## config.mk

```make
export PLATFORM = sky130hd
export DESIGN_NAME = gf180mcu_fd_sc_mcu9t5v0__sdffsnq_bank
export DESIGN_NICKNAME = d
export VERILOG_FILES = /design/src/rtl/gf180mcu_fd_sc_mcu9t5v0__sdffsnq_pkg.sv /design/src/rtl/gf180mcu_fd_sc_mcu9t5v0__scan_cnt.sv /design/src/rtl/gf180mcu_fd_sc_mcu9t5v0__sdffsnq_bank.sv
export SDC_FILE = /design/constraint.sdc
export NUM_CORES = 1
export LEC_CHECK = 0
export ABC_AREA = 1
export BUFFER_PORTS_ARGS = -buffer_cell sky130_fd_sc_hd__clkbuf_2
export CORE_MARGIN = 2
export CORE_UTILIZATION = 25
export DETAILED_ROUTE_END_ITERATION = 10
export GPL_TIMING_DRIVEN = 0
export SLEW_MARGIN = 0
export SYNTH_ARGS = -nofsm -noshare
export SYNTH_HDL_FRONTEND = slang
export SYNTH_SLANG_ARGS = --single-unit
```

## constraint.sdc

```tcl
create_clock -name CLK -period 1 [get_ports CLK]
set_input_delay 0 -clock CLK [delete_from_list [all_inputs] [get_ports CLK]]
set_output_delay 0 -clock CLK [all_outputs]
set_load 0.01 [all_outputs]
```

## src/rtl/gf180mcu_fd_sc_mcu9t5v0__sdffsnq_pkg.sv

```systemverilog
// Shared types and limits for the muxed-scan register bank: shift FSM encoding, width range, preset helper.
// No logic: latency n/a, backpressure n/a.
package gf180mcu_fd_sc_mcu9t5v0__sdffsnq_pkg;

  typedef enum logic [1:0] {
    IDLE     = 2'd0,
    SHIFTING = 2'd1,
    FULL     = 2'd2
  } scan_state_e;

  localparam logic [1:0] ST_IDLE     = 2'(IDLE);
  localparam logic [1:0] ST_SHIFTING = 2'(SHIFTING);
  localparam logic [1:0] ST_FULL     = 2'(FULL);

  localparam int WIDTH_MIN = 1;
  localparam int WIDTH_MAX = 64;

  // All-ones preset of w bits keeps the set-type flop behaviour on every bit.
  function automatic logic [63:0] default_preset(input int w);
    if (w >= 64) return '1;
    return (64'd1 << w) - 64'd1;
  endfunction

endpackage

```

## src/rtl/gf180mcu_fd_sc_mcu9t5v0__scan_cnt.sv

```systemverilog
// Consecutive-shift tracker: saturating count to WIDTH with a single SHIFT_DONE pulse on reaching it.
// Latency: outputs registered, 1 cycle after the shift edge; backpressure: none, SE=0 clears.
module gf180mcu_fd_sc_mcu9t5v0__scan_cnt
  import gf180mcu_fd_sc_mcu9t5v0__sdffsnq_pkg::*;
#(
  parameter int WIDTH = 8,
  parameter int CNT_W = $clog2(WIDTH + 1)
) (
  input  logic             CLK,
  input  logic             RN,
  input  logic             SE,
  output logic [CNT_W-1:0] SHIFT_CNT,
  output logic             SHIFT_DONE
);

  localparam logic [CNT_W-1:0] LAST = CNT_W'(WIDTH - 1);

  logic [1:0] state;

  always_ff @(posedge CLK) begin
    if (!RN) begin
      state      <= ST_IDLE;
      SHIFT_CNT  <= '0;
      SHIFT_DONE <= 1'b0;
    end else if (!SE) begin
      state      <= ST_IDLE;
      SHIFT_CNT  <= '0;
      SHIFT_DONE <= 1'b0;
    end else begin
      case (state)
        ST_IDLE, ST_SHIFTING: begin
          SHIFT_CNT  <= SHIFT_CNT + CNT_W'(1);
          SHIFT_DONE <= (SHIFT_CNT == LAST);
          state      <= (SHIFT_CNT == LAST) ? ST_FULL : ST_SHIFTING;
        end
        ST_FULL: begin
          // Data keeps moving but the count is saturated and the pulse is spent.
          SHIFT_DONE <= 1'b0;
        end
        default: begin
          state      <= ST_IDLE;
          SHIFT_CNT  <= '0;
          SHIFT_DONE <= 1'b0;
        end
      endcase
    end
  end

endmodule

```

## src/rtl/gf180mcu_fd_sc_mcu9t5v0__sdffsnq_bank.sv

```systemverilog
// Muxed-scan register bank (SI->SO segment) with sync active-low preset; optional shadow via GF180MCU_SDFFSNQ_BANK_SHADOW_EN.
// Latency: Q/SO 1 cycle after capture; backpressure: none.
module gf180mcu_fd_sc_mcu9t5v0__sdffsnq_bank
  import gf180mcu_fd_sc_mcu9t5v0__sdffsnq_pkg::*;
#(
  parameter int               WIDTH     = 8,
  parameter logic [WIDTH-1:0] RESET_VAL = WIDTH'(default_preset(WIDTH)),
  parameter int               CNT_W     = $clog2(WIDTH + 1)
) (
  input  logic             CLK,
  input  logic             RN,
  input  logic             SE,
  input  logic             EN,
  input  logic [WIDTH-1:0] D,
  input  logic             SI,
  input  logic             UPDATE,
  output logic [WIDTH-1:0] Q,
  output logic             SO,
  output logic [CNT_W-1:0] SHIFT_CNT,
  output logic             SHIFT_DONE
);

  if (WIDTH < WIDTH_MIN || WIDTH > WIDTH_MAX) begin : g_bad_width
    $error("sdffsnq_bank: WIDTH out of range 1..64");
  end

  logic [WIDTH-1:0] chain;
  logic [WIDTH-1:0] shift_next;

  if (WIDTH == 1) begin : g_shift_w1
    assign shift_next = SI;
  end else begin : g_shift_wn
    assign shift_next = {chain[WIDTH-2:0], SI};
  end

  always_ff @(posedge CLK) begin
    if (!RN)
      chain <= RESET_VAL;
    else if (SE)
      chain <= shift_next;
    else if (EN)
      chain <= D;
  end

  assign SO = chain[WIDTH-1];

`ifdef GF180MCU_SDFFSNQ_BANK_SHADOW_EN
  logic [WIDTH-1:0] shadow;

  // Shadow only captures in functional mode, so Q is frozen while a segment shifts.
  always_ff @(posedge CLK) begin
    if (!RN)
      shadow <= RESET_VAL;
    else if (UPDATE && !SE)
      shadow <= chain;
  end

  assign Q = shadow;
`else
  logic unused_update;
  assign unused_update = UPDATE;
  assign Q = chain;
`endif

  gf180mcu_fd_sc_mcu9t5v0__scan_cnt #(
    .WIDTH (WIDTH),
    .CNT_W (CNT_W)
  ) u_scan_cnt (
    .CLK        (CLK),
    .RN         (RN),
    .SE         (SE),
    .SHIFT_CNT  (SHIFT_CNT),
    .SHIFT_DONE (SHIFT_DONE)
  );

endmodule

```

==> impl_metrics.env, run 1 <==
export IMPL_postSynthAreaPerCell_um2=7.182
export IMPL_outcome="completed"
export IMPL_routed_wl_um=1623
export IMPL_synthAdderAreaFrac=0.01742
export IMPL_p_seq_frac=0.551
export IMPL_pre_cts_slack_ps=36.52
export IMPL_synth_cell_area_um2=718.2
export IMPL_max_vdd_ir_drop_mv=0.6694
export IMPL_synthXorXnorAreaFrac=0
export IMPL_setup_worst_path_class="reg2reg"
export IMPL_fmax_mhz=1066
export IMPL_drive_gt1_frac=0.3130
export IMPL_clock_sinks=15
export IMPL_dr_wl_met3_um=118
export IMPL_clkTransAtPathRegs_ps=80
export IMPL_pwr_share_comb=0.168
export IMPL_period_share=0.9385
export IMPL_synth_seq_cells=15
export IMPL_insertion_delay_ps=270
export IMPL_critPathCaptureType="flip-flop"
export IMPL_htreeDepth=1
export IMPL_cts_tree="built"
export IMPL_worstHoldPathType="in2reg"
export IMPL_p_leak_uw=0.0004843
export IMPL_ys_warn_count=0
export IMPL_finalClockSkew_ps=1.805
export IMPL_ios=28
export IMPL_path_max_fanout=5
export IMPL_cp_data_required_time_ps=1190
export IMPL_antenna_found_initial=0
export IMPL_rsz0062_at_grt="false"
export IMPL_drv_cap=0
export IMPL_gp_congestion=0.7813
export IMPL_slew_headroom=0.8525
export IMPL_crit_arrival_ps=1130
export IMPL_yosysUniqueCellTypes=18
export IMPL_synth_nets=115
export IMPL_syn_inst=100
export IMPL_drv_slew=0
export IMPL_overflow=0
export IMPL_cts_setup_buffers=0
export IMPL_rows=19
export IMPL_drtIter0Drc=25
export IMPL_wl_per_cell_um=10.02
export IMPL_cts_buffers=3
export IMPL_nets=147
export IMPL_top_layer_used="met3"
export IMPL_fin_total_pwr_uw=1185
export IMPL_clock_root_buffer="clkbuf_4"
export IMPL_first_global_vias=660
export IMPL_start_util=0.2627
export IMPL_finalHoldViolCount=0
export IMPL_syn2layout_area_growth_pct=30.84
export IMPL_core_area_um2=2734
export IMPL_setup_viol=0
export IMPL_met2_length_um=739
export IMPL_tightest_slew_ps=220.7
export IMPL_power_frac_clock=0.281
export IMPL_powerDensity_nw_per_um2=1261
export IMPL_clk_path_buf_depth=2
export IMPL_wl_met1_um=765
export IMPL_timing_final_ws_setup_ps=61.49
export IMPL_p_sw_uw=306.4
export IMPL_yosys_area_share_simple=0.4181
export IMPL_utilization=0.3437
export IMPL_numPortBuffers=24
export IMPL_antenna_left=0
export IMPL_place_inst=155
export IMPL_swShare=0.2585
export IMPL_dieWidth_um=57.60
export IMPL_synth_top_family_by_area="simple AND/OR/NAND/NOR gates"
export IMPL_routed_via_count=703
export IMPL_drtPass1Iterations=4
export IMPL_drt_vias_per_instance=4.340
export IMPL_grt_usage=0.1037
export IMPL_final_cells=162
export IMPL_fin_tns_setup_ps=0
export IMPL_synthMuxAreaShare=0
export IMPL_dp_hpwl_um=1264
export IMPL_grt_max_degree=11
export IMPL_die_h_um=57.60
export IMPL_grt_pass1_wl_um=2739
export IMPL_synth_compound_area_frac=0.02091
export IMPL_post_route_min_period_ps=938.5
export IMPL_intPower_uw=878.8
export IMPL_start_kind="flip-flop"
export IMPL_route_detailed_drc=0
export IMPL_die_area_um2=3318
export IMPL_n_antenna_cell=0
export IMPL_seq_area_frac_synth=0.4181
## per-stage QoR
step / hold WS [ps] / instance area, um^2
6_report: 23.40 / 939.7
5_1_grt: 16.09 / 939.7
4_1_cts: 12.38 / 933.4
3_5_place_dp: 244.1 / 877.1
3_3_place_gp: 228.5 / 877.1
2_1_floorplan: 132.5 / 718.2
## timing repair
action | CTS | global route
setup endpoints to repair | 0 | 6
gates resized for setup | 0 | 4
hold buffers | 3 | 0
endpoints found under the hold margin | 8 | 0
## routing by layer
metal / track usage / vias up
met3: 0.02268 / 0
met5: 0 / -
met2: 0.1672 / 22
li1: - / 373
met1: 0.1389 / 308
met4: 0.02990 / 0
## cell families after synthesis
group,Yosys count
fa+ha+maj,1
compound gates,3
buf+inv,18
simple gates,63
flops,15
## registers in the layout (all words and copies together), names as in the netlist
name	cells
u_scan_cnt.state	2
u_scan_cnt.SHIFT_DONE	1
u_scan_cnt.SHIFT_CNT	4
Q	8
## cells in the mapped netlist, drive strengths merged
cell type,number,share of area
buf,4,0.052
nand3b,1,0.010
or2,7,0.061
nand3,16,0.11
inv,14,0.073
nand4,1,0.0087
ha,1,0.017
dfxtp,15,0.42
nor2,10,0.063
nand2,24,0.13
a21oi,3,0.021
nor3,4,0.035
## critical path, cell delays in order (launching register included)
cell and delay (ps):
dfxtp_2 350, ha_2 310, nor2_1 40, nor3_1 170
## final cells by class
cell class,instances,area (um^2)
Multi-Input combinational cell,67,330.3
Tap cell,31,38.79
Buffer,4,37.54
Clock buffer,4,26.28
Timing Repair Buffer,27,150.1
Fill cell,299,1794
Sequential cell,15,304.0
Inverter,14,52.55
## power by group through the flow
stage / Combinational (uW) / Clock, uW / Sequential, uW
after floorplan: 106 / 0 / 676
after global placement: 187 / 0 / 665
after detailed placement: 192 / 0 / 666
after CTS: 203 / 353 / 652
after global routing: 227 / 381 / 658
final: 199 / 333 / 653
## cells in the final DEF (no fill, tap or decap), types with 2 or more instances in the layout
| master | synthesis | layout |
|---|---|---|
| or2_1 | 6 | 6 |
| clkbuf_2 | 0 | 24 |
| nand2_1 | 23 | 23 |
| nor3_1 | 3 | 3 |
| buf_4 | 2 | 2 |
| inv_2 | 3 | 3 |
| nand3_1 | 16 | 16 |
| dfxtp_2 | 0 | 3 |
| dlygate4sd3_1 | 0 | 3 |
| clkbuf_4 | 0 | 3 |
| dfxtp_1 | 15 | 12 |
| inv_1 | 11 | 11 |
| buf_6 | 2 | 2 |
| nor2_1 | 9 | 9 |
| a21oi_1 | 3 | 3 |
## final timing paths
kind / startpoint / cells after the start / slack, ps / end
worst min-delay path: EN / 3 / 20 / Q[0]
worst max register to register: u_scan_cnt.SHIFT_CNT[0] / 3 / 60 / u_scan_cnt.SHIFT_CNT[1]
worst min register to register: u_scan_cnt.state[1] / 1 / 500 / u_scan_cnt.SHIFT_DONE
worst max-delay path: u_scan_cnt.SHIFT_CNT[0] / 3 / 60 / u_scan_cnt.SHIFT_CNT[1]
Note: power is estimated with default switching activity, not from simulation.
==> run 2: changes to the inputs <==
--- a/config.mk
+++ b/config.mk
@@ -11,6 +11,8 @@
 export CORE_UTILIZATION = 25
 export DETAILED_ROUTE_END_ITERATION = 10
 export GPL_TIMING_DRIVEN = 0
+export PLACE_DENSITY_LB_ADDON = 0.08
+export SETUP_SLACK_MARGIN = 0.4
 export SLEW_MARGIN = 0
 export SYNTH_ARGS = -nofsm -noshare
 export SYNTH_HDL_FRONTEND = slang
==> constraint.sdc (replaced) <==
create_clock -name CLK -period 0.8 [get_ports CLK]
set_input_delay 0 -clock CLK [delete_from_list [all_inputs] [get_ports CLK]]
set_output_delay 0 -clock CLK [all_outputs]
set_load 0.01 [all_outputs]
==> impl_metrics.env, run 2 (synthesis gave the netlist of run 1 again) <==
export IMPL_outcome="complete, but fails checks"
export IMPL_violations="hold timing, setup timing"
export IMPL_worstHoldStart="SI"
export IMPL_cp_slowest_cell="dfxtp_4"
export IMPL_antenna_found_initial=0
export IMPL_n_antenna_cell=0
export IMPL_mostFrequentLayoutCells="nand2_1, buf_6, nand3_1"
export IMPL_rows=19
export IMPL_reg2regPathDepth=3
export IMPL_r2r_end="u_scan_cnt.SHIFT_DONE"
export IMPL_clock_sinks=15
export IMPL_rsz0062_at_grt="true"
export IMPL_start_kind="flip-flop"
export IMPL_grt_usage=0.1195
export IMPL_clock_root_buffer="clkbuf_4"
export IMPL_crit_arrival_ps=880
export IMPL_routed_wl_um=1852
export IMPL_powerDensity_nw_per_um2=1390
export IMPL_timing_rr_start="u_scan_cnt.SHIFT_CNT[0]"
export IMPL_fin_total_pwr_uw=1619
export IMPL_wl_per_cell_um=11.29
export IMPL_tightest_slew_ps=258.1
export IMPL_crit_family="flip-flops"
export IMPL_syn2layout_area_growth_pct=62.20
export IMPL_worstHoldPathType="in2reg"
export IMPL_slew_headroom=0.8275
export IMPL_routed_via_count=745
export IMPL_gp_congestion=0.7131
export IMPL_reg2reg_setup_slack_ps=-60
export IMPL_antenna_left=0
export IMPL_max_vdd_ir_drop_mv=1.039
export IMPL_layout_commonest_cell="nand2_1"
export IMPL_setup_worst_path_class="reg2out"
export IMPL_cp_common_cell="buf_6"
export IMPL_period_share=1.097
export IMPL_fin_tns_setup_ps=-326.2
export IMPL_critPathMaxStageDelay_ps=370
export IMPL_drv_cap=0
export IMPL_whs_ps=-75.37
export IMPL_numPortBuffers=24
export IMPL_grt_pass1_wl_um=3015
export IMPL_htreeDepth=1
export IMPL_drtPass1Iterations=4
export IMPL_route_detailed_drc=0
export IMPL_post_route_min_period_ps=877.8
export IMPL_min_to="Q[0]"
export IMPL_critPathCaptureType="output pin"
export IMPL_clkTransAtPathRegs_ps=100
export IMPL_largest_reg_flops=8
export IMPL_timing_final_ws_setup_ps=-77.82
export IMPL_path_cells="buf_6 -> buf_6"
export IMPL_setup_viol=7
export IMPL_drive_gt1_frac=0.6165
export IMPL_drtIter0Drc=8
export IMPL_die_area_um2=3318
export IMPL_start_util=0.2627
export IMPL_cts_buffers=3
export IMPL_drv_slew=0
export IMPL_holdPathStages=3
export IMPL_drt_vias_per_instance=4.543
export IMPL_clk_path_buf_depth=2
export IMPL_insertion_delay_ps=290
export IMPL_dieWidth_um=57.60
export IMPL_first_global_vias=678
export IMPL_path_max_fanout=3
export IMPL_finalHoldViolCount=8
export IMPL_ios=28
export IMPL_nets=149
export IMPL_grt_max_degree=11
export IMPL_cts_tree="built"
export IMPL_dp_hpwl_um=1222
export IMPL_finalClockSkew_ps=5.901
export IMPL_die_h_um=57.60
export IMPL_utilization=0.4261
export IMPL_fmax_mhz=1139
export IMPL_overflow=0
export IMPL_p_leak_uw=0.0005391
export IMPL_cp_data_required_time_ps=800
export IMPL_crit_buf_inv=2
export IMPL_core_area_um2=2734
run 2: cell type report:
type | count | area [um^2]
Inverter | 14 | 57.56
Clock buffer | 3 | 22.52
Fill cell | 287 | 1569
Timing Repair Buffer | 29 | 242.7
Buffer | 4 | 41.29
Multi-Input combinational cell | 67 | 422.9
Sequential cell | 15 | 334.1
Clock inverter | 1 | 5.005
Tap cell | 31 | 38.79
run 2: report_power, final:
| group | internal [uW] | switching (uW) | total, uW |
|---|---|---|---|
| clock | 186 | 279 | 465 |
| sequential | 778 | 47.2 | 826 |
| combinational | 183 | 146 | 328 |
| total | 1150 | 472 | 1620 |
run 2: timing repair:
action | in CTS | in global routing
gates resized for setup | 14 | 46
setup buffers | 3 | 2
pin swaps | 5 | 2
endpoints found under the hold margin | 8 | 8
setup endpoints to repair | 29 | 29
run 2: how the worst max path moves through the flow:
stage / start / endpoint / slack [ps] / depth (start not counted)
2_1_floorplan: u_scan_cnt.SHIFT_CNT[1] / u_scan_cnt.SHIFT_CNT[2] / -20 / 4
3_3_place_gp: u_scan_cnt.SHIFT_CNT[0] / u_scan_cnt.SHIFT_DONE / -60 / 3
3_5_place_dp: u_scan_cnt.SHIFT_CNT[0] / u_scan_cnt.SHIFT_DONE / -60 / 3
4_1_cts: Q[7] / Q[7] / -60 / 2
5_1_grt: Q[7] / Q[7] / -120 / 2
6_report: Q[7] / Q[7] / -80 / 2
run 2: stage by stage:
step                area, um^2  cells  worst slack, ps
floorplan                763.2    100           -22.76
global placement         922.1    155           -59.06
detailed placement       922.1    155           -55.25
CTS                       1018    162           -64.07
global route              1165    164           -121.8
finish                    1165    164           -77.82
run 2: routing by layer:
| metal | up-vias | track usage | share of wire |
|---|---|---|---|
| met2 | 28 | 0.1981 | 0.49 |
| met4 | 0 | 0.02990 | 0.012 |
| met5 | - | 0 | 0 |
| li1 | 376 | - | - |
| met1 | 337 | 0.1442 | 0.44 |
| met3 | 4 | 0.04762 | 0.063 |
run 2: worst register-to-register path, cell delays in order, from the launching register on:
cell	delay, ps
dfxtp_4	400
ha_4	160
nand3_4	80
nor3_2	160
==> run 3: changes to the inputs <==
--- a/config.mk
+++ b/config.mk
@@ -9,6 +9,7 @@
 export BUFFER_PORTS_ARGS = -buffer_cell sky130_fd_sc_hd__clkbuf_2
 export CORE_MARGIN = 2
 export CORE_UTILIZATION = 25
+export CTS_BUF_LIST = sky130_fd_sc_hd__clkbuf_2
 export DETAILED_ROUTE_END_ITERATION = 10
 export GPL_TIMING_DRIVEN = 0
 export PLACE_DENSITY_LB_ADDON = 0.08
==> impl_metrics.env, run 3 (synthesis gave the netlist of run 1 again) <==
export IMPL_path_max_fanout=3
export IMPL_routed_wl_um=1825
export IMPL_powerDensity_nw_per_um2=1320
export IMPL_path_depth=2
export IMPL_cts_buffers=3
export IMPL_antenna_found_initial=0
export IMPL_reg2reg_setup_slack_ps=-80
export IMPL_tightest_slew_ps=266.0
export IMPL_slew_headroom=0.8223
export IMPL_post_route_min_period_ps=877.2
export IMPL_wl_per_cell_um=10.93
export IMPL_grt_pass1_wl_um=3008
export IMPL_utilization=0.4339
export IMPL_first_global_vias=686
export IMPL_timing_final_ws_setup_ps=-77.17
export IMPL_largest_reg_flops=8
export IMPL_holdPathStages=3
export IMPL_rsz0062_at_grt="true"
export IMPL_clock_root_buffer="clkbuf_2"
export IMPL_period_share=1.096
export IMPL_drv_slew=0
export IMPL_worstHoldPathType="in2reg"
export IMPL_fin_total_pwr_uw=1566
export IMPL_overflow=0
export IMPL_finalClockSkew_ps=9.826
export IMPL_die_area_um2=3318
export IMPL_violations="hold timing, setup timing"
export IMPL_power_frac_clock=0.249
export IMPL_reg2regPathDepth=5
export IMPL_cp_slowest_cell="dfxtp_2"
export IMPL_swShare=0.3013
export IMPL_drive_gt1_frac=0.6176
export IMPL_routed_via_count=747
export IMPL_cts_tree="built"
export IMPL_grt_max_degree=11
export IMPL_p_seq_frac=0.526
export IMPL_grt_usage=0.1186
export IMPL_dp_hpwl_um=1222
export IMPL_critPathMaxStageDelay_ps=370
export IMPL_finalHoldViolCount=8
export IMPL_nets=152
export IMPL_start_kind="flip-flop"
export IMPL_setup_viol=11
export IMPL_crit_family="flip-flops"
export IMPL_syn2layout_area_growth_pct=65.16
export IMPL_path_cells="buf_6 -> buf_6"
export IMPL_start_util=0.2627
export IMPL_outcome="complete, but fails checks"
export IMPL_intPower_uw=1094
export IMPL_p_leak_uw=0.0005549
export IMPL_drt_vias_per_instance=4.473
export IMPL_insertion_delay_ps=300
export IMPL_rows=19
export IMPL_die_h_um=57.60
export IMPL_clock_sinks=15
export IMPL_n_antenna_cell=0
export IMPL_route_detailed_drc=0
export IMPL_critPathCaptureType="output pin"
export IMPL_cp_data_required_time_ps=800
export IMPL_mostFrequentLayoutCells="buf_6, nand2_1, clkbuf_2"
export IMPL_cp_common_cell="buf_6"
export IMPL_clk_path_buf_depth=2
export IMPL_pwr_share_comb=0.225
export IMPL_fin_tns_setup_ps=-453.4
export IMPL_drtPass1Iterations=3
export IMPL_antenna_left=0
export IMPL_drv_cap=0
export IMPL_ios=28
export IMPL_fillers=290
export IMPL_layout_commonest_cell="buf_6"
export IMPL_htreeDepth=1
export IMPL_core_area_um2=2734
export IMPL_drtIter0Drc=7
export IMPL_clkTransAtPathRegs_ps=170
export IMPL_fmax_mhz=1140
export IMPL_p_sw_uw=471.9
export IMPL_whs_ps=-87.57
export IMPL_setup_worst_path_class="reg2out"
export IMPL_dieWidth_um=57.60
export IMPL_crit_buf_inv=2
export IMPL_crit_arrival_ps=880
export IMPL_gp_congestion=0.7131
export IMPL_pre_cts_slack_ps=-55.25
export IMPL_max_vdd_ir_drop_mv=1.198
export IMPL_numPortBuffers=24
-- run 3: changes by cell type in the layout (fill, tap and decap cells not counted), sizes merged --
cell	delta
buf	+3
-- run 3: worst register-to-register path, stage by stage, from the launching register on --
cell and delay (ps):
dfxtp_4 420, inv_1 70, nor2_2 120, nand3_1 90, nand2_1 60, nor2_1 40
-- run 3: path summary, 6_finish.rpt --
kind / from / to
setup / recovery: Q[7] / Q[7]
hold / removal: SI / Q[0]
setup reg to reg: u_scan_cnt.SHIFT_CNT[0] / u_scan_cnt.SHIFT_CNT[3]
hold reg to reg: Q[0] / Q[0]
-- run 3: area by class of cell --
class | count | area (um^2) | share of cell area
plain buffers | 4 | 41.29 | 0.03481
clock buffers | 3 | 15.01 | 0.01266
clock inverters | 1 | 5.005 | 0.004219
inverters | 14 | 57.56 | 0.04852
multi-input cells | 67 | 427.9 | 0.3608
flip-flops and latches | 15 | 326.6 | 0.2753
well taps | 31 | 38.79 | 0.03270
repair buffers | 32 | 274.0 | 0.2310
-- run 3: routing by layer --
layer,track usage,wire length [um],up-vias
met1,0.1486,849,339
li1,-,-,385
met3,0.04762,100,2
met5,0,0,-
met2,0.1883,855,21
met4,0.03322,19,0
-- run 3: through the flow --
step,area (um^2),std cells
floorplan,763.2,100
global placement,922.1,155
detailed placement,922.1,155
CTS,1051,166
global route,1186,167
finish,1186,167
-- run 3: timing repair --
action,4_1_cts,5_1_grt
buffers inserted,7,1
gates cloned,0,0
pin swaps,7,8
hold endpoints to repair,10,10
setup endpoints to repair,29,29
resized for setup,20,40
-- run 3: power by group through the flow --
stage	clock network [uW]	logic [uW]	registers [uW]
3_3_place_gp	0	241	839
5_1_grt	445	387	830
2_1_floorplan	0	137	852
4_1_cts	415	291	817
6_report	391	352	824
3_5_place_dp	0	243	840
